===== src/rtl/floo_pkg.sv =====
// Shared FlooNoC types used by the multicast fork stage.
package floo_pkg;

  typedef enum logic {McastEager, McastLockStep} mcast_mode_e;

  localparam int unsigned McastMaxOutputs = 256;

  typedef logic [8:0] mcast_popcnt_t;

  function automatic mcast_popcnt_t mcast_popcnt(input logic [McastMaxOutputs-1:0] mask);
    mcast_popcnt_t cnt;
    cnt = '0;
    for (int i = 0; i < McastMaxOutputs; i++) cnt += mcast_popcnt_t'(mask[i]);
    return cnt;
  endfunction

endpackage


===== src/rtl/floo_mcast_fork_vc.sv =====
// One virtual channel of the multicast fork: served tracking, handshake, stall and completion counters.
module floo_mcast_fork_vc
  import floo_pkg::*;
#(
  parameter int unsigned NumOutputs  = 5,
  parameter mcast_mode_e Mode        = McastEager,
  parameter int unsigned StallThresh = 64,
  parameter int unsigned CntWidth    = 16
) (
  input  logic                  clk_i,
  input  logic                  rst_i,
  input  logic                  valid_i,
  output logic                  ready_o,
  input  logic [NumOutputs-1:0] mask_i,
  output logic [NumOutputs-1:0] valid_o,
  input  logic [NumOutputs-1:0] ready_i,
  output logic                  stall_o,
  output logic                  drop_o,
  output logic [CntWidth-1:0]   mcast_cnt_o,
  output logic [CntWidth-1:0]   ucast_cnt_o
);

  logic [NumOutputs-1:0] served_q, served_d, pending, acc;
  logic [NumOutputs-1:0] eager_valid, lock_valid;
  logic                  eager_ready, lock_ready, all_rdy, live, fire, is_mcast;

  assign live = valid_i & ~rst_i;

  always_comb begin
    pending     = mask_i & ~served_q;
    all_rdy     = &(~mask_i | ready_i);
    eager_valid = {NumOutputs{live}} & pending;
    lock_valid  = {NumOutputs{live & all_rdy}} & mask_i;
    valid_o     = (Mode == McastEager) ? eager_valid : lock_valid;
    acc         = valid_o & ready_i;
    eager_ready = live & (&(~pending | acc));
    lock_ready  = live & all_rdy;
    ready_o     = (Mode == McastEager) ? eager_ready : lock_ready;
    // In lock-step, acc only fires alongside ready_o, so served_d stays 0.
    served_d    = ready_o ? '0 : (served_q | acc);
  end

  assign fire     = valid_i & ready_o;
  assign drop_o   = fire & ~|mask_i;
  assign is_mcast = mcast_popcnt(McastMaxOutputs'(mask_i)) >= mcast_popcnt_t'(2);

  always_ff @(posedge clk_i or posedge rst_i) begin
    if (rst_i) begin
      served_q    <= '0;
      mcast_cnt_o <= '0;
      ucast_cnt_o <= '0;
    end else begin
      served_q <= served_d;
      if (fire && |mask_i) begin
        if (is_mcast) mcast_cnt_o <= mcast_cnt_o + 1'b1;
        else          ucast_cnt_o <= ucast_cnt_o + 1'b1;
      end
    end
  end

  if (StallThresh == 0) begin : gen_no_stall
    assign stall_o = 1'b0;
  end else begin : gen_stall
    localparam int unsigned SW = $clog2(StallThresh + 1);
    localparam logic [SW-1:0] Thr = SW'(StallThresh);
    logic [SW-1:0] stall_q;

    always_ff @(posedge clk_i or posedge rst_i) begin
      if (rst_i)                     stall_q <= '0;
      else if (valid_i && !ready_o) begin
        if (stall_q != Thr)          stall_q <= stall_q + 1'b1;
      end else                       stall_q <= '0;
    end

    assign stall_o = (stall_q == Thr);
  end

  a_mask_stable: assert property (@(posedge clk_i) disable iff (rst_i)
    (valid_i && !ready_o) |=> $stable(mask_i));

  if (Mode == McastEager) begin : gen_chk_eager
    a_no_dup: assert property (@(posedge clk_i) disable iff (rst_i) ~|(acc & served_q));
  end else begin : gen_chk_lock
    a_no_served: assert property (@(posedge clk_i) disable iff (rst_i) served_q == '0);
  end

endmodule


===== src/rtl/floo_mcast_fork.sv =====
// Multicast fork: one tracker per VC, output arrays transposed to [output][vc].
module floo_mcast_fork
  import floo_pkg::*;
#(
  parameter int unsigned NumOutputs      = 5,
  parameter int unsigned NumVirtChannels = 2,
  parameter type         flit_t          = logic,
  parameter mcast_mode_e Mode            = McastEager,
  parameter int unsigned StallThresh     = 64,
  parameter int unsigned CntWidth        = 16
) (
  input  logic                                            clk_i,
  input  logic                                            rst_i,
  input  logic  [NumVirtChannels-1:0]                     valid_i,
  output logic  [NumVirtChannels-1:0]                     ready_o,
  input  flit_t [NumVirtChannels-1:0]                     data_i,
  input  logic  [NumVirtChannels-1:0][NumOutputs-1:0]     mask_i,
  output logic  [NumOutputs-1:0][NumVirtChannels-1:0]     valid_o,
  input  logic  [NumOutputs-1:0][NumVirtChannels-1:0]     ready_i,
  output flit_t [NumOutputs-1:0][NumVirtChannels-1:0]     data_o,
  output logic  [NumVirtChannels-1:0]                     stall_o,
  output logic  [NumVirtChannels-1:0]                     drop_o,
  output logic  [NumVirtChannels-1:0][CntWidth-1:0]       mcast_cnt_o,
  output logic  [NumVirtChannels-1:0][CntWidth-1:0]       ucast_cnt_o
);

  logic [NumVirtChannels-1:0][NumOutputs-1:0] vc_valid, vc_ready;

  for (genvar v = 0; v < NumVirtChannels; v++) begin : gen_vc
    for (genvar o = 0; o < NumOutputs; o++) begin : gen_out
      assign vc_ready[v][o] = ready_i[o][v];
      assign valid_o[o][v]  = vc_valid[v][o];
      assign data_o[o][v]   = data_i[v];
    end

    floo_mcast_fork_vc #(
      .NumOutputs (NumOutputs),
      .Mode       (Mode),
      .StallThresh(StallThresh),
      .CntWidth   (CntWidth)
    ) i_vc (
      .clk_i      (clk_i),
      .rst_i      (rst_i),
      .valid_i    (valid_i[v]),
      .ready_o    (ready_o[v]),
      .mask_i     (mask_i[v]),
      .valid_o    (vc_valid[v]),
      .ready_i    (vc_ready[v]),
      .stall_o    (stall_o[v]),
      .drop_o     (drop_o[v]),
      .mcast_cnt_o(mcast_cnt_o[v]),
      .ucast_cnt_o(ucast_cnt_o[v])
    );
  end

endmodule


===== config.mk =====
export PLATFORM = sky130hd
export DESIGN_NAME = floo_mcast_fork
export DESIGN_NICKNAME = d
export VERILOG_FILES = /design/src/rtl/floo_pkg.sv /design/src/rtl/floo_mcast_fork_vc.sv /design/src/rtl/floo_mcast_fork.sv
export SDC_FILE = /design/constraint.sdc
export NUM_CORES = 1
export LEC_CHECK = 0
export BUFFER_PORTS_ARGS = -buffer_cell sky130_fd_sc_hd__buf_2
export CORE_UTILIZATION = 40
export CTS_CLUSTER_DIAMETER = 30
export DETAILED_ROUTE_END_ITERATION = 6
export PLACE_DENSITY = 0.65
export SKIP_CTS_REPAIR_TIMING = 1
export SYNTH_ARGS = -nofsm -noshare
export SYNTH_HDL_FRONTEND = slang
export SYNTH_HIERARCHICAL = 1
export SYNTH_SLANG_ARGS = --single-unit

===== constraint.sdc =====
create_clock -name clk_i -period 2.25 [get_ports clk_i]
set_clock_uncertainty 0.05 [all_clocks]
set_input_delay 0.225 -clock clk_i [delete_from_list [all_inputs] [get_ports clk_i]]
set_output_delay 0.225 -clock clk_i [all_outputs]
set_load 0.02 [all_outputs]

==> metrics.yaml <==
cts.sinks: 88
dp_slack_ns: -0.268
grtUsageTotal_pct: 17.5
cts_tree: "yes"
timing.final.crit_share_pct: 95.4
place_area_um2: 5350
die_h_um: 109
slowest_delay_ns: 0.48
hold-path-cell-count: 3
slew_headroom_pct: 49.3
path_clk_slew_ns: 0.06
hold_path.class: "in2reg"
max_slew.worst_pin.slew_ns: 0.757
ios: 116
die_area_um2: 11900
syn_nets: 481
ys.warnings.count: 6
worstSkewPairLatency_ns: 0.34
gp_congestion: 0.801
drc: 0
p_per_area_nw_per_um2: 759
num_antenna_cells: 0
worst-r2r-cell-count: 7
io_buffers: 103
nets: 602
cp.required_ns: 2.46
hold_viol_final: 0
htree_levels: 3
synth_top_area_share_pct: 48.2
worst_slack_ns: 0.104
drt_iter0_markers: 158
tns_ns: 0
crit_fanout: 5
avgSynthCellArea_um2: 10.4
synth_cell_types: 47
drt_wl_total_mm: 9.98
stdcell_count: 707
cp.arrival_ns: 2.36
drv_slew: 0
crit_path_end_kind: "flop"
grt_pass1_vias: 3367
start_util_pct: 41.6
synth_top_area_cell: "dfrtp_1"
crit_path_top_delay_cell: "fa_1"
grt_max_degree: 27
rrSetupSlack_ns: 0.41
routed-via-count: 3622
ys_seq_elements: 88
grt_pass1_wl_mm: 16.1
synth.most_common_cell: "dfrtp_1"
async_reset_ff_share_pct: 100
ys.flop_type: "dfrtp_1"
synthTopCellsByCount: "88 x dfrtp_1, 49 x nor2_1, 46 x nand2_1"
syn_inst: 441
cts.path.max_buffers: 2
syn2layout_area_growth_pct: 23.9
dr.pass1.iters: 4
peakVddDrop_uv: 570
antenna_left: 0
dp_hpwl_mm: 7.33
holdCritStartpoint: "ready_i[5]"
post-place-cells: 690
post-route-min-period_ns: 2.15
die_w_um: 109
rsz0062_at_grt: "no"
synth.yosys.seq_area_share_pct: 48.2
p_leak_nw: 2.87
finalSetupViolCount: 0
gr-total-overflow: 0
core-area_um2: 11000
path_class: "in2reg"
synth-edff-count: 0
numCtsBuffers: 9
vias_per_cell: 5.12
crit_chain: "buf_2 > fa_1 > ha_1 > a211oi_2 > nand2_1 > or4_4 > nor3_2 > xor2_1"
synth_area_um2: 4570
final_area_um2: 5660
cts-root-buf: "clkbuf_16"
wl_per_cell_um: 14.1
r2r_end: "gen_vc[0].i_vc/mcast_cnt_o[13]"
r2r-start: "gen_vc[0].i_vc/served_q[4]"
worst_setup_path_start_kind: "input pin"
hold_path_end: "gen_vc[1].i_vc/served_q[2]"
status: "completed"
drive_gt1_share_pct: 29.8
drv_cap: 0
rows: 38
synthTopCellsByArea: "dfrtp_1 48%, xnor2_1 7.1%, xor2_1 6.3%, nor2_1 4.0%, nand2_1 3.8%"
antenna_found_initial: 0
clock.fmax_mhz: 466
==> metrics by stage <==
| step | hold WS (ns) | util (%) | total power [mW] |
|---|---|---|---|
| after detailed placement | 0.318 | 48.7 | 2.88 |
| after floorplan | 0.335 | - | 2.55 |
| final | 0.137 | 51.5 | 4.29 |
| after CTS | -0.0497 | 51.4 | 4.34 |
| after global routing | 0.144 | 51.5 | 4.52 |
| after global placement | 0.312 | 48.7 | 2.84 |
==> per-layer routing <==
layer	track usage [%]	part of all wire, %
met1	23.3	45
met2	27.9	48
met3	3.11	5.2
met4	7.43	1.3
met5	0	0
==> placed cells by master (no fill, tap or decap), drive strengths merged, types with 3 or more instances in the layout <==
master	synthesis	final
a31oi	10	10
and3	10	10
buf	17	128
clkbuf	2	14
clkinv	0	3
dfrtp	88	88
ha	12	12
inv	17	15
mux2	5	5
nand2	46	46
nand2b	6	6
nand3	28	28
nand4	20	20
nor2	49	49
nor3	14	14
nor4	13	13
nor4b	6	6
o32ai	4	4
xnor2	37	37
xor2	33	33
==> layout make-up <==
type | instances | area (um2)
Clock buffer | 14 | 274
Clock inverter | 2 | 12.5
Tap cell | 140 | 175
Multi-Input combinational cell | 317 | 2190
Inverter | 17 | 63.8
Timing Repair Buffer | 129 | 738
Sequential cell | 88 | 2200
Fill cell | 1010 | 5320
==> where the power goes <==
group | internal, mW | switching [mW] | total, mW
registers | 1.76 | 0.215 | 1.98
logic | 0.363 | 0.516 | 0.879
clock network | 0.838 | 0.601 | 1.44
==> cells by family after synthesis <==
logic type                 after synthesis  share of synthesized area, %
xor gates and xnor gates                70                          13.4
and+or+nand+nor                        204                          24.6
buffers and inverters                   36                          4.11
AOI/OAI and AO/OA                       24                          4.30
muxes                                    5                          1.23
adders and majority gates               14                          4.16
DFF                                     88                          48.2
==> registers in the layout (all words and copies together), names as in the netlist <==
signal and count:
gen_vc.i_vc/gen_stall.stall_q 14, gen_vc.i_vc/served_q 10, gen_vc.i_vc/ucast_cnt_o 32, gen_vc.i_vc/mcast_cnt_o 32
==> critical path, delay by kind of cell <==
kind / cells / cell delay (ns)
fa+ha+maj: 2 / 0.80
simple gates: 3 / 0.79
compound gates: 1 / 0.24
buf+inv: 1 / 0.14
xor+xnor: 1 / 0.15
==> how the worst max path moves through the flow <==
stage / from / to / slack (ns) / cells after the start
floorplan: mask_i[5] / gen_vc[1].i_vc/ucast_cnt_o[3] / -0.02 / 7
global placement: mask_i[5] / gen_vc[1].i_vc/ucast_cnt_o[9] / -0.21 / 8
detailed placement: mask_i[5] / gen_vc[1].i_vc/ucast_cnt_o[6] / -0.27 / 8
CTS: gen_vc[1].i_vc/served_q[2] / ready_o[1] / -0.007 / 4
global route: gen_vc[1].i_vc/served_q[2] / ready_o[1] / 0.03 / 4
finish: mask_i[5] / gen_vc[1].i_vc/ucast_cnt_o[9] / 0.10 / 8
(Power assumes the default switching activity.)
